===== src/rtl/memory_arbiter_pkg.sv =====
// Shared types and constants for the memory arbiter: FSM states, direction and priority codes.
package memory_arbiter_pkg;

    typedef enum logic [1:0] {
        IDLE = 2'd0,
        BUSY = 2'd1,
        DONE = 2'd2
    } state_e;

    localparam logic RW_READ  = 1'b0;
    localparam logic RW_WRITE = 1'b1;

    localparam logic PRIO_FIXED = 1'b0;
    localparam logic PRIO_RR    = 1'b1;

    // Index width for an N-entry port vector; never below one bit.
    function automatic int unsigned idx_width(input int unsigned n);
        return (n > 1) ? $clog2(n) : 1;
    endfunction

endpackage


===== src/rtl/memory_arbiter_if.sv =====
// Cache-side port bundle plus the single memory-side bus of the arbiter.
interface memory_arbiter_if #(
    parameter int unsigned NUM_PORTS  = 2,
    parameter int unsigned ADDR_WIDTH = 32,
    parameter int unsigned DATA_WIDTH = 32
);
    logic [NUM_PORTS-1:0]            in_PortRequest;
    logic [NUM_PORTS-1:0]            in_PortRW;
    logic [NUM_PORTS*ADDR_WIDTH-1:0] in_PortAddress;
    logic [NUM_PORTS*DATA_WIDTH-1:0] in_PortWriteData;
    logic [NUM_PORTS-1:0]            out_PortWait;
    logic [DATA_WIDTH-1:0]           out_PortReadData;
    logic                            out_MemoryRequest;
    logic                            out_MemoryRW;
    logic [ADDR_WIDTH-1:0]           out_MemoryAddress;
    logic [DATA_WIDTH-1:0]           out_MemoryWriteData;
    logic [DATA_WIDTH-1:0]           in_MemoryReadData;
    logic                            in_MemoryWait;

    // Arbiter side
    modport slave (
        input  in_PortRequest, in_PortRW, in_PortAddress, in_PortWriteData,
        input  in_MemoryReadData, in_MemoryWait,
        output out_PortWait, out_PortReadData,
        output out_MemoryRequest, out_MemoryRW, out_MemoryAddress, out_MemoryWriteData
    );

    // Caches and memory side
    modport master (
        output in_PortRequest, in_PortRW, in_PortAddress, in_PortWriteData,
        output in_MemoryReadData, in_MemoryWait,
        input  out_PortWait, out_PortReadData,
        input  out_MemoryRequest, out_MemoryRW, out_MemoryAddress, out_MemoryWriteData
    );
endinterface


===== src/rtl/rr_priority_picker.sv =====
// Combinational winner selection: lowest index in fixed mode, first requester after `last` in round-robin mode.
module rr_priority_picker
    import memory_arbiter_pkg::*;
#(
    parameter int unsigned N = 2
) (
    input  logic [N-1:0]              req,
    input  logic [idx_width(N)-1:0]   last,
    input  logic                      mode,
    output logic [idx_width(N)-1:0]   winner,
    output logic                      valid
);
    localparam int unsigned IDX_W = idx_width(N);

    // Scan from the far end so the nearest candidate is the last one assigned.
    always_comb begin
        winner = '0;
        valid  = |req;
        if (mode == PRIO_FIXED) begin
            for (int i = int'(N) - 1; i >= 0; i--) begin
                if (req[i]) begin
                    winner = IDX_W'(i);
                end
            end
        end else begin
            for (int k = int'(N); k >= 1; k--) begin
                if (req[IDX_W'((int'(last) + k) % int'(N))]) begin
                    winner = IDX_W'((int'(last) + k) % int'(N));
                end
            end
        end
    end

endmodule


===== src/rtl/memory_arbiter.sv =====
// Shares one single-ported memory bus among NUM_PORTS cache requesters with an IDLE/BUSY/DONE handshake.
module memory_arbiter
    import memory_arbiter_pkg::*;
#(
    parameter int unsigned NUM_PORTS     = 2,
    parameter int unsigned ADDR_WIDTH    = 32,
    parameter int unsigned DATA_WIDTH    = 32,
    parameter int unsigned PRIORITY_MODE = 0
) (
    input logic             clock,
    input logic             reset,
    memory_arbiter_if.slave bus
);
    localparam int unsigned IDX_W = idx_width(NUM_PORTS);
    localparam logic        MODE  = (PRIORITY_MODE == 1) ? PRIO_RR : PRIO_FIXED;

    state_e                  state_q, state_d;
    logic                    load_c, capture_c;
    logic [IDX_W-1:0]        winner_c;
    logic                    winner_valid_c;
    logic [IDX_W-1:0]        grant_q, last_q;
    logic                    rw_q;
    logic [ADDR_WIDTH-1:0]   addr_q;
    logic [DATA_WIDTH-1:0]   wdata_q, rdata_q;
    logic [NUM_PORTS-1:0]    port_wait_c;

    rr_priority_picker #(.N(NUM_PORTS)) u_picker (
        .req    (bus.in_PortRequest),
        .last   (last_q),
        .mode   (MODE),
        .winner (winner_c),
        .valid  (winner_valid_c)
    );

    always_ff @(posedge clock or negedge reset) begin
        if (!reset) begin
            state_q <= IDLE;
        end else begin
            state_q <= state_d;
        end
    end

    // Arbitration happens only in IDLE; a finished access always spends one cycle in DONE.
    always_comb begin
        state_d   = state_q;
        load_c    = 1'b0;
        capture_c = 1'b0;
        case (state_q)
            IDLE: begin
                if (winner_valid_c) begin
                    state_d = BUSY;
                    load_c  = 1'b1;
                end
            end
            BUSY: begin
                if (!bus.in_MemoryWait) begin
                    state_d   = DONE;
                    capture_c = 1'b1;
                end
            end
            DONE:    state_d = IDLE;
            default: state_d = IDLE;
        endcase
    end

    // Winner's request is latched so memory outputs never depend on live port inputs.
    always_ff @(posedge clock or negedge reset) begin
        if (!reset) begin
            grant_q <= '0;
            last_q  <= IDX_W'(NUM_PORTS - 1);
            rw_q    <= RW_READ;
            addr_q  <= '0;
            wdata_q <= '0;
            rdata_q <= '0;
        end else begin
            if (load_c) begin
                grant_q <= winner_c;
                last_q  <= winner_c;
                rw_q    <= bus.in_PortRW[winner_c];
                addr_q  <= bus.in_PortAddress[int'(winner_c)*ADDR_WIDTH +: ADDR_WIDTH];
                wdata_q <= bus.in_PortWriteData[int'(winner_c)*DATA_WIDTH +: DATA_WIDTH];
            end
            if (capture_c) begin
                rdata_q <= bus.in_MemoryReadData;
            end
        end
    end

    always_comb begin
        port_wait_c = '1;
        for (int i = 0; i < int'(NUM_PORTS); i++) begin
            if (state_q == DONE && grant_q == IDX_W'(i)) begin
                port_wait_c[i] = 1'b0;
            end
        end
    end

    assign bus.out_PortWait        = port_wait_c;
    assign bus.out_PortReadData    = rdata_q;
    assign bus.out_MemoryRequest   = (state_q == BUSY);
    assign bus.out_MemoryRW        = rw_q;
    assign bus.out_MemoryAddress   = addr_q;
    assign bus.out_MemoryWriteData = wdata_q;

endmodule


===== src/flat_wrapper.sv =====
// flat-port wrapper written by rule: the top's interface ports become plain ports
module memory_arbiter_flat import memory_arbiter_pkg::*;
#(
    parameter int unsigned NUM_PORTS     = 2,
    parameter int unsigned ADDR_WIDTH    = 32,
    parameter int unsigned DATA_WIDTH    = 32,
    parameter int unsigned PRIORITY_MODE = 0
)
  (clock, reset, bus_in_PortRequest, bus_in_PortRW, bus_in_PortAddress, bus_in_PortWriteData, bus_in_MemoryReadData, bus_in_MemoryWait, bus_out_PortWait, bus_out_PortReadData, bus_out_MemoryRequest, bus_out_MemoryRW, bus_out_MemoryAddress, bus_out_MemoryWriteData);
  memory_arbiter_if #(.NUM_PORTS(NUM_PORTS), .ADDR_WIDTH(ADDR_WIDTH), .DATA_WIDTH(DATA_WIDTH)) bus_i ();
  input logic clock;
  input logic reset;
  input wire logic [$bits(bus_i.in_PortRequest)-1:0] bus_in_PortRequest;
  input wire logic [$bits(bus_i.in_PortRW)-1:0] bus_in_PortRW;
  input wire logic [$bits(bus_i.in_PortAddress)-1:0] bus_in_PortAddress;
  input wire logic [$bits(bus_i.in_PortWriteData)-1:0] bus_in_PortWriteData;
  input wire logic [$bits(bus_i.in_MemoryReadData)-1:0] bus_in_MemoryReadData;
  input wire logic [$bits(bus_i.in_MemoryWait)-1:0] bus_in_MemoryWait;
  output wire logic [$bits(bus_i.out_PortWait)-1:0] bus_out_PortWait;
  output wire logic [$bits(bus_i.out_PortReadData)-1:0] bus_out_PortReadData;
  output wire logic [$bits(bus_i.out_MemoryRequest)-1:0] bus_out_MemoryRequest;
  output wire logic [$bits(bus_i.out_MemoryRW)-1:0] bus_out_MemoryRW;
  output wire logic [$bits(bus_i.out_MemoryAddress)-1:0] bus_out_MemoryAddress;
  output wire logic [$bits(bus_i.out_MemoryWriteData)-1:0] bus_out_MemoryWriteData;
  assign bus_i.in_PortRequest = bus_in_PortRequest;
  assign bus_i.in_PortRW = bus_in_PortRW;
  assign bus_i.in_PortAddress = bus_in_PortAddress;
  assign bus_i.in_PortWriteData = bus_in_PortWriteData;
  assign bus_i.in_MemoryReadData = bus_in_MemoryReadData;
  assign bus_i.in_MemoryWait = bus_in_MemoryWait;
  assign bus_out_PortWait = bus_i.out_PortWait;
  assign bus_out_PortReadData = bus_i.out_PortReadData;
  assign bus_out_MemoryRequest = bus_i.out_MemoryRequest;
  assign bus_out_MemoryRW = bus_i.out_MemoryRW;
  assign bus_out_MemoryAddress = bus_i.out_MemoryAddress;
  assign bus_out_MemoryWriteData = bus_i.out_MemoryWriteData;
  memory_arbiter #(.NUM_PORTS(NUM_PORTS), .ADDR_WIDTH(ADDR_WIDTH), .DATA_WIDTH(DATA_WIDTH), .PRIORITY_MODE(PRIORITY_MODE)) u_core (.clock(clock), .reset(reset), .bus(bus_i));
endmodule

===== config.mk =====
export PLATFORM = sky130hd
export DESIGN_NAME = memory_arbiter_flat
export DESIGN_NICKNAME = d
export VERILOG_FILES = /design/src/rtl/memory_arbiter_pkg.sv /design/src/rtl/memory_arbiter_if.sv /design/src/rtl/rr_priority_picker.sv /design/src/rtl/memory_arbiter.sv /design/src/flat_wrapper.sv
export SDC_FILE = /design/constraint.sdc
export NUM_CORES = 1
export LEC_CHECK = 0
export ABC_CLOCK_PERIOD_IN_PS = 3000
export CAP_MARGIN = 10
export CORE_ASPECT_RATIO = 2
export CORE_MARGIN = 2
export CORE_UTILIZATION = 42
export DETAILED_ROUTE_END_ITERATION = 6
export PLACE_DENSITY = 0.89
export SLEW_MARGIN = 20
export SYNTH_ARGS = -nofsm -noshare
export SYNTH_HDL_FRONTEND = slang
export SYNTH_SLANG_ARGS = --single-unit

===== constraint.sdc =====
create_clock -name clock -period 3 [get_ports clock]
set_input_delay 0.6 -clock clock [delete_from_list [all_inputs] [get_ports clock]]
set_output_delay 0.6 -clock clock [all_outputs]
set_load 0.03 [all_outputs]

# After elaboration in Yosys (flattened, before gate mapping)
# Cells that the tools add are included.
# classes
magnitude_cmp	1
n_eq_ne	4
shift	2
mux	13
bitwise_logic	1
n_reduce_logical	5
# op_table
op	count
variable part select 64 x 7 -> 32 bit	2
two-way mux 1 bit	10
two-way mux 2 bit	2
!= test 2 bit (second input constant)	2
one-hot mux 2 bit (2 select lines)	1
equality test 2 x 1 -> 1 bit (second input constant)	1
equality test 2 bit (second input constant)	1
logical AND 1 bit	2
logical NOT 2 bit	1
less-than comparator 1 x 2 -> 1 bit (second input constant)	1
AND reduction 2 bit	1
OR reduction 2 bit	1
NOT 1 bit	1
# totals
register_bits	100
inputBits	167
out_inout_bits	100
word_cells	32

# Longest topological paths before layout
# Gate-level depths: netlist of run 1.
# logic_depth
depth_word	4
mapped_depth	6
mapped_depth_nobuf	3

# Hierarchy
# From an unflattened synthesis of run 1, not the netlist that was laid out.
# hier_totals
hier_cells	293
area_unflattened_um2	4670.7
# modules_own_cells
module	instances	cells_per_inst	area_per_inst_um2	seq_area_each_um2
memory_arbiter	1	289	4642.0	2528.7
rr_priority_picker	1	4	28.8	0.0

# Worst setup path before layout of run 1
# OpenSTA, ideal clock, no wires.
# synth_path
kind	input to register
from	input port bus_in_PortRequest[0]
to	register u_core.addr_q[30] (netlist: u_core.bus.out_MemoryAddress[30])
setup_time_ns	0.125
t_arrival_ns	1.497
t_required_ns	2.875
setup_slack_ns	1.378
path_stages	5
path_buffers	3
path_cell_list	buf_6 -> o21a_1 -> buf_6 -> buf_8 -> mux2_4
# synth_between
elab_chain_cells	3
word_cells_on_any_way	5
cone_classes	1 x shift; 3 x mux; 1 x reduce/logical
# synth_rtl
item	line	rtl
from (decl)	flat_wrapper.sv:13	input wire logic [$bits(bus_i.in_PortRequest)-1:0] bus_in_PortRequest;
parallel branches: the longest is 3 deep, another holds variable part select 64 x 7 -> 32 bit	n/a	
to (signal assigned)	memory_arbiter.sv:80	addr_q <= bus.in_PortAddress[int'(winner_c)*ADDR_WIDTH +: ADDR_WIDTH];
to (decl)	memory_arbiter.sv:23	logic [ADDR_WIDTH-1:0] addr_q;
# Parallel ways; which one is timed is not known.
# A chain may end at the register's enable or synchronous reset.

# Worst setup path after layout of run 1
# layout_path
from	register u_core.state_q[1]
to	output port bus_out_PortWait[0]
# layout_between
elab_chain_cells	3
# layout_rtl
item	line	rtl
from (decl)	memory_arbiter.sv:17	state_e state_q, state_d;
from (signal assigned)	memory_arbiter.sv:39	state_q <= state_d;
equality test 2 bit	memory_arbiter.sv:92	if (state_q == DONE && grant_q == IDX_W'(i)) begin
logical AND 1 bit	memory_arbiter.sv:92	
two-way mux 1 bit	memory_arbiter.sv:92	
to (decl)	flat_wrapper.sv:19	output wire logic [$bits(bus_i.out_PortWait)-1:0] bus_out_PortWait;
# Every way passes these cells.

==> results of run 1 <==
==> flip-flops by register name, summed over array words and instances (netlist names) <==
name	cells
u_core.bus.out_MemoryRW	1
u_core.bus.out_PortReadData	32
u_core.bus.out_MemoryWriteData	32
u_core.state_q	2
u_core.grant_q	1
u_core.bus.out_MemoryAddress	32
==> where the power goes <==
| part | leakage, nW | internal [mW] | switching [mW] |
|---|---|---|---|
| Sequential | 1.22 | 2.00 | 0.374 |
| Clock | 0.146 | 0.672 | 0.482 |
| Combinational | 2.06 | 2.26 | 2.25 |
| Total | 3.43 | 4.94 | 3.10 |
==> placed cells by master, fill, tap and decap left out, types with 2 or more instances in the layout <==
cell	instances
clkdlybuf4s50_1	263
nand2_1	100
dfrtp_1	100
mux2_4	59
o21ai_0	50
mux2_2	34
a22o_1	14
clkbuf_16	9
buf_4	7
mux2_1	5
nor2b_4	3
a21oi_1	2
buf_12	2
==> logic make-up after synthesis <==
family                 Yosys count
AOI/OAI and AO/OA               68
buffers and inverters           32
DFF                            100
muxes                           98
and+or+nand+nor                106
==> metrics by stage <==
step | utilization | cell area [um^2] | worst slack (ps) | cells
2_1_floorplan | - | 4910 | 1380 | 404
3_3_place_gp | 0.668 | 7580 | 860 | 787
3_5_place_dp | 0.668 | 7580 | 803 | 787
4_1_cts | 0.694 | 7880 | 537 | 803
5_1_grt | 0.694 | 7880 | 508 | 803
6_report | 0.694 | 7880 | 557 | 803
==> final cells by class <==
type                       count  share of cell area
clock buffer                  11              0.0308
timing repair buffer         273               0.346
multi-input combinational    272               0.275
tap                          142              0.0225
clock inverter                 5             0.00762
sequential                   100               0.317
==> routing by layer <==
layer / vias up / share of wire / global-route usage
met5: - / 0 / 0
met4: 0 / 0.028 / 0.0847
met3: 31 / 0.075 / 0.0634
met2: 178 / 0.54 / 0.395
met1: 1928 / 0.35 / 0.231
li1: 1877 / - / -
==> worst min-delay path by stage <==
stage,from,endpoint,slack [ps],cells past startpoint
final,reset,u_core.bus.out_MemoryAddress[6],280,1
after floorplan,reset,u_core.bus.out_MemoryAddress[0],300,0
after CTS,reset,u_core.bus.out_MemoryWriteData[28],280,1
after global placement,u_core.bus.out_PortReadData[30],u_core.bus.out_PortReadData[30],470,1
after detailed placement,u_core.bus.out_MemoryWriteData[8],u_core.bus.out_MemoryWriteData[8],490,1
after global routing,reset,u_core.bus.out_MemoryWriteData[28],310,1
==> flow_metrics.py, run 1 <==
metrics = {
    "timing": {
        "tightest_slew_ps": 616,
        "finalClockSkew_ps": 7.62,
        "relSlewSlack": 0.589,
        "min_period_ps": 2440,
        "final.period_utilization": 0.814,
        "grt_setup_unrepaired": "false",
        "finalHoldViolCount": 0,
        "fin_hold_ws_ps": 277,
        "slew_violations": 0,
        "setup_viol": 0,
        "setup_tns_ps": 0,
        "fmax_mhz": 409,
    },
    "power": {
        "power.total_mw": 8.04,
        "ir_drop_uv": 694,
        "powerDensity_mw_per_mm2": 1020,
        "leakagePower_nw": 3.43,
    },
    "synthesis": {
        "ys_types": 18,
        "synth.area.top_cells": "dfrtp_1 51%, mux2_4 18%, mux2_2 7.8%, nand2_1 7.6%, o21ai_0 5.1%",
        "synth_top_area_frac": 0.510,
        "syn_area_mm2": 0.00491,
        "ys_warn_count": 0,
        "syn-num-nets": 571,
        "synth_fa_ha_area_frac": 0,
        "ys.flop_type": "dfrtp_1",
        "yosysTopAreaCell": "dfrtp_1",
        "synth_cells": 404,
        "synth_common_cells": "100 x dfrtp_1, 100 x nand2_1, 59 x mux2_4, 50 x o21ai_0, 34 x mux2_2",
        "synth-async-reset-ratio": 1.00,
        "yosys.area_share.simple": 0.0895,
        "synthXorXnorAreaFrac": 0,
        "ys_seq_area_frac": 0.510,
        "yosys-mux-area-fraction": 0.270,
        "synth_seq_cells": 100,
        "synth-edff-count": 0,
        "synth_top_family_by_area": "multiplexers",
        "synth_compound_area_frac": 0.0811,
        "avgSynthCellArea_um2": 12.1,
    },
    "cells_and_area": {
        "area_growth_pct": 60.6,
        "seqCellArea_mm2": 0.00250,
        "finalNetCount": 823,
        "multi_input_area_mm2": 0.00217,
        "fillCellCount": 793,
        "drive_above_1_share": 0.188,
        "num_antenna_cells": 0,
    },
    "clock_network": {
        "htreeDepth": 3,
        "cts_hold_buf": 0,
        "clk_pin_slew_ps": 70,
        "postCtsSetupBuffers": 0,
        "cts_buffers": 9,
        "clockBufferDepth": 2,
        "cts_tree": "built",
        "cts.sinks": 100,
        "clk_latency_ps": 340,
        "clockRootBuffer": "clkbuf_16",
        "cts_resized": 0,
    },
    "setup_path": {
        "r2r_cells": 4,
        "crit_chain": "or3b_2, clkdlybuf4s50_1",
        "worstSetupStartpointType": "flip-flop",
        "crit_fanout": 4,
        "crit_type": "flip-flop to output port",
        "rrSetupSlack_ps": 1110,
        "critPathLaunch": "u_core.state_q[1]",
        "crit_path_max_incr_delay_ps": 620,
        "cpLargestDelayFamily": "buffers and inverters",
        "worstReg2RegStart": "u_core.state_q[1]",
        "crit_path_end_kind": "output port",
        "crit_buf_inv": 1,
        "endpoint": "bus_out_PortWait[0]",
        "crit_required_ps": 2400,
        "critical_path_cell_count": 2,
        "r2r_end": "u_core.bus.out_MemoryAddress[8]",
        "cp_data_arrival_time_ps": 1840,
        "crit_slowest_cell": "clkdlybuf4s50_1",
    },
    "die": {
        "core_area_mm2": 0.0114,
        "rows": 55,
        "die_width_um": 80.4,
        "start_util": 0.432,
        "ios": 267,
        "die_area_mm2": 0.0126,
        "die-height_um": 157,
    },
    "routing": {
        "wl_per_cell_um": 17.4,
        "vias": 4014,
        "drtAntennaViolNets": 0,
        "wl_mm": 14.0,
        "firstDrtPassIters": 5,
        "route.detailed.drc": 0,
        "first_iter_violations": 172,
        "via_per_inst": 5.00,
    },
    "global_route": {
        "grt_max_degree": 55,
        "grt_pass1_wl_mm": 21.0,
        "antenna_found_initial": 0,
        "gr-total-overflow": 0,
        "grt_pass1_vias": 4207,
        "track_usage": 0.217,
    },
    "flow_run": {
        "drv_cap": 0,
    },
    "place": {
        "place_congestion": 0.819,
        "hpwl_mm": 10.8,
        "io_buffers": 266,
    },
    "outcome": {
        "status": "completed",
    },
    "hold_path": {
        "min_path_type": "input pin to asynchronous set/reset pin",
    },
}
(Power assumes the default switching activity.)
==> run 2: changes to the inputs <==
Settings changed: ABC_CLOCK_PERIOD_IN_PS 3000 to 2300, CORE_UTILIZATION 42 to 39, PLACE_DENSITY 0.89 to 0.83.
Clock period 3 ns to 2.3 ns, I/O delays scaled along.
==> run 2 against run 1 <==
Clock power grew 34%. Combinational power grew 31%. Count of clock-buffer cells in the layout shrank 1. Via count shrank 0.52%. Die area grew 7.4%. Sequential share of layout area shrank 0.31 points. Global-route usage shrank 0.63 points. Hold slack gained 220 ps. Core utilization shrank 5.3 points. Routed wire length is essentially flat. Flip-flop and latch count is the same. Critical path type unchanged. Highest routed layer unchanged.
==> flow_metrics.py, run 2 (synthesis results as in run 1) <==
metrics = {
    "die": {
        "die-height_um": 163,
        "start_util": 0.395,
        "core_area_mm2": 0.0124,
        "die_width_um": 83.3,
        "die_area_mm2": 0.0135,
        "ios": 267,
        "rows": 58,
    },
    "clock_network": {
        "clk_latency_ps": 340,
        "clk_pin_slew_ps": 80,
        "cts_buffers": 9,
        "clockRootBuffer": "clkbuf_16",
        "cts.sinks": 100,
        "htreeDepth": 3,
        "clockBufferDepth": 2,
        "cts_tree": "built",
    },
    "setup_path": {
        "rrSetupSlack_ps": 630,
        "r2r_cells": 4,
        "worstSetupStartpointType": "flip-flop",
        "crit_path_end_kind": "output port",
        "crit_type": "flip-flop to output port",
        "cp_data_arrival_time_ps": 1650,
        "crit_fanout": 4,
        "crit_required_ps": 1840,
    },
    "timing": {
        "tightest_slew_ps": 387,
        "setup_tns_ps": 0,
        "min_period_ps": 2110,
        "finalClockSkew_ps": 17.1,
        "finalHoldViolCount": 0,
        "slew_violations": 0,
        "relSlewSlack": 0.739,
        "fmax_mhz": 474,
        "grt_setup_unrepaired": "false",
        "setup_viol": 0,
        "final.period_utilization": 0.918,
    },
    "global_route": {
        "gr-total-overflow": 0,
        "antenna_found_initial": 0,
        "grt_pass1_wl_mm": 22.6,
        "grt_max_degree": 60,
        "track_usage": 0.211,
        "grt_pass1_vias": 4259,
    },
    "place": {
        "io_buffers": 266,
        "hpwl_mm": 10.6,
        "place_congestion": 0.861,
    },
    "routing": {
        "drtAntennaViolNets": 0,
        "via_per_inst": 4.89,
        "firstDrtPassIters": 4,
        "first_iter_violations": 108,
        "wl_per_cell_um": 17.1,
        "route.detailed.drc": 0,
        "wl_mm": 14.0,
        "vias": 3993,
    },
    "flow_run": {
        "drv_cap": 0,
    },
    "cells_and_area": {
        "num_antenna_cells": 0,
        "finalNetCount": 829,
        "drive_above_1_share": 0.193,
        "area_growth_pct": 62.2,
        "layout_commonest_cell": "clkdlybuf4s50_1",
        "fillCellCount": 974,
        "seqCellArea_mm2": 0.00250,
        "final_cell_mix": "262 x clkdlybuf4s50_1, 100 x nand2_1, 100 x dfrtp_1, 59 x mux2_4, 50 x o21ai_0",
        "multi_input_area_mm2": 0.00217,
    },
    "power": {
        "ir_drop_uv": 868,
        "power.total_mw": 10.5,
        "powerDensity_mw_per_mm2": 1320,
        "leakagePower_nw": 3.46,
    },
    "outcome": {
        "status": "completed",
    },
    "hold_path": {
        "min_path_type": "flip-flop to flip-flop",
        "hold_path_depth": 1,
    },
}
-- run 2: stage by stage --
step	hold WS, ps	instance area [um^2]	cells	setup slack, ps	utilization
final	493	7960	817	189	0.642
after global routing	491	7960	817	126	0.642
after floorplan	164	4910	404	761	-
after detailed placement	304	7650	800	357	0.617
after global placement	307	7650	800	353	0.617
after CTS	492	7960	817	168	0.642
-- run 2: repair_timing --
action,in CTS,in global routing
resized for setup,1,0
hold buffers,1,0
setup buffers,0,0
setup endpoints to repair,1,0
hold endpoints to repair,9,0
-- run 2: layer usage --
metal	vias up	GRT usage	share of wire	routed length, um
li1	1897	-	-	-
met1	1838	0.254	0.39	5530
met2	239	0.338	0.46	6460
met3	19	0.0867	0.12	1670
met4	0	0.0827	0.024	342
met5	-	0	0	0
-- run 2: path summary, 6_finish.rpt --
path	start	to
setup reg to reg	u_core.state_q[1]	u_core.bus.out_MemoryAddress[7]
max in group asynchronous	reset	u_core.bus.out_MemoryWriteData[28]
min in group asynchronous	reset	u_core.bus.out_MemoryAddress[26]
hold reg to reg	u_core.bus.out_PortReadData[30]	u_core.bus.out_PortReadData[30]
setup / recovery	u_core.state_q[1]	bus_out_MemoryRequest
hold / removal	u_core.bus.out_PortReadData[30]	u_core.bus.out_PortReadData[30]
-- run 2: layout make-up --
cell class | count | area share
multi-input combinational | 272 | 0.273
clock buffer | 10 | 0.0288
sequential | 100 | 0.314
clock inverter | 6 | 0.00896
tap | 150 | 0.0236
timing repair buffer | 279 | 0.352
-- run 2: worst max-delay path, cell delays in order (launching register included) --
cell and delay (ps):
dfrtp_1 440, nor2b_4 170, clkdlybuf4s50_1 690
-- run 2: power breakdown --
| part | total, mW | internal, mW | switching [mW] | leakage, nW |
|---|---|---|---|---|
| Combinational | 5.90 | 2.99 | 2.91 | 2.10 |
| Clock | 1.54 | 0.856 | 0.682 | 0.145 |
| Sequential | 3.11 | 2.61 | 0.497 | 1.22 |
| Total | 10.5 | 6.46 | 4.09 | 3.46 |
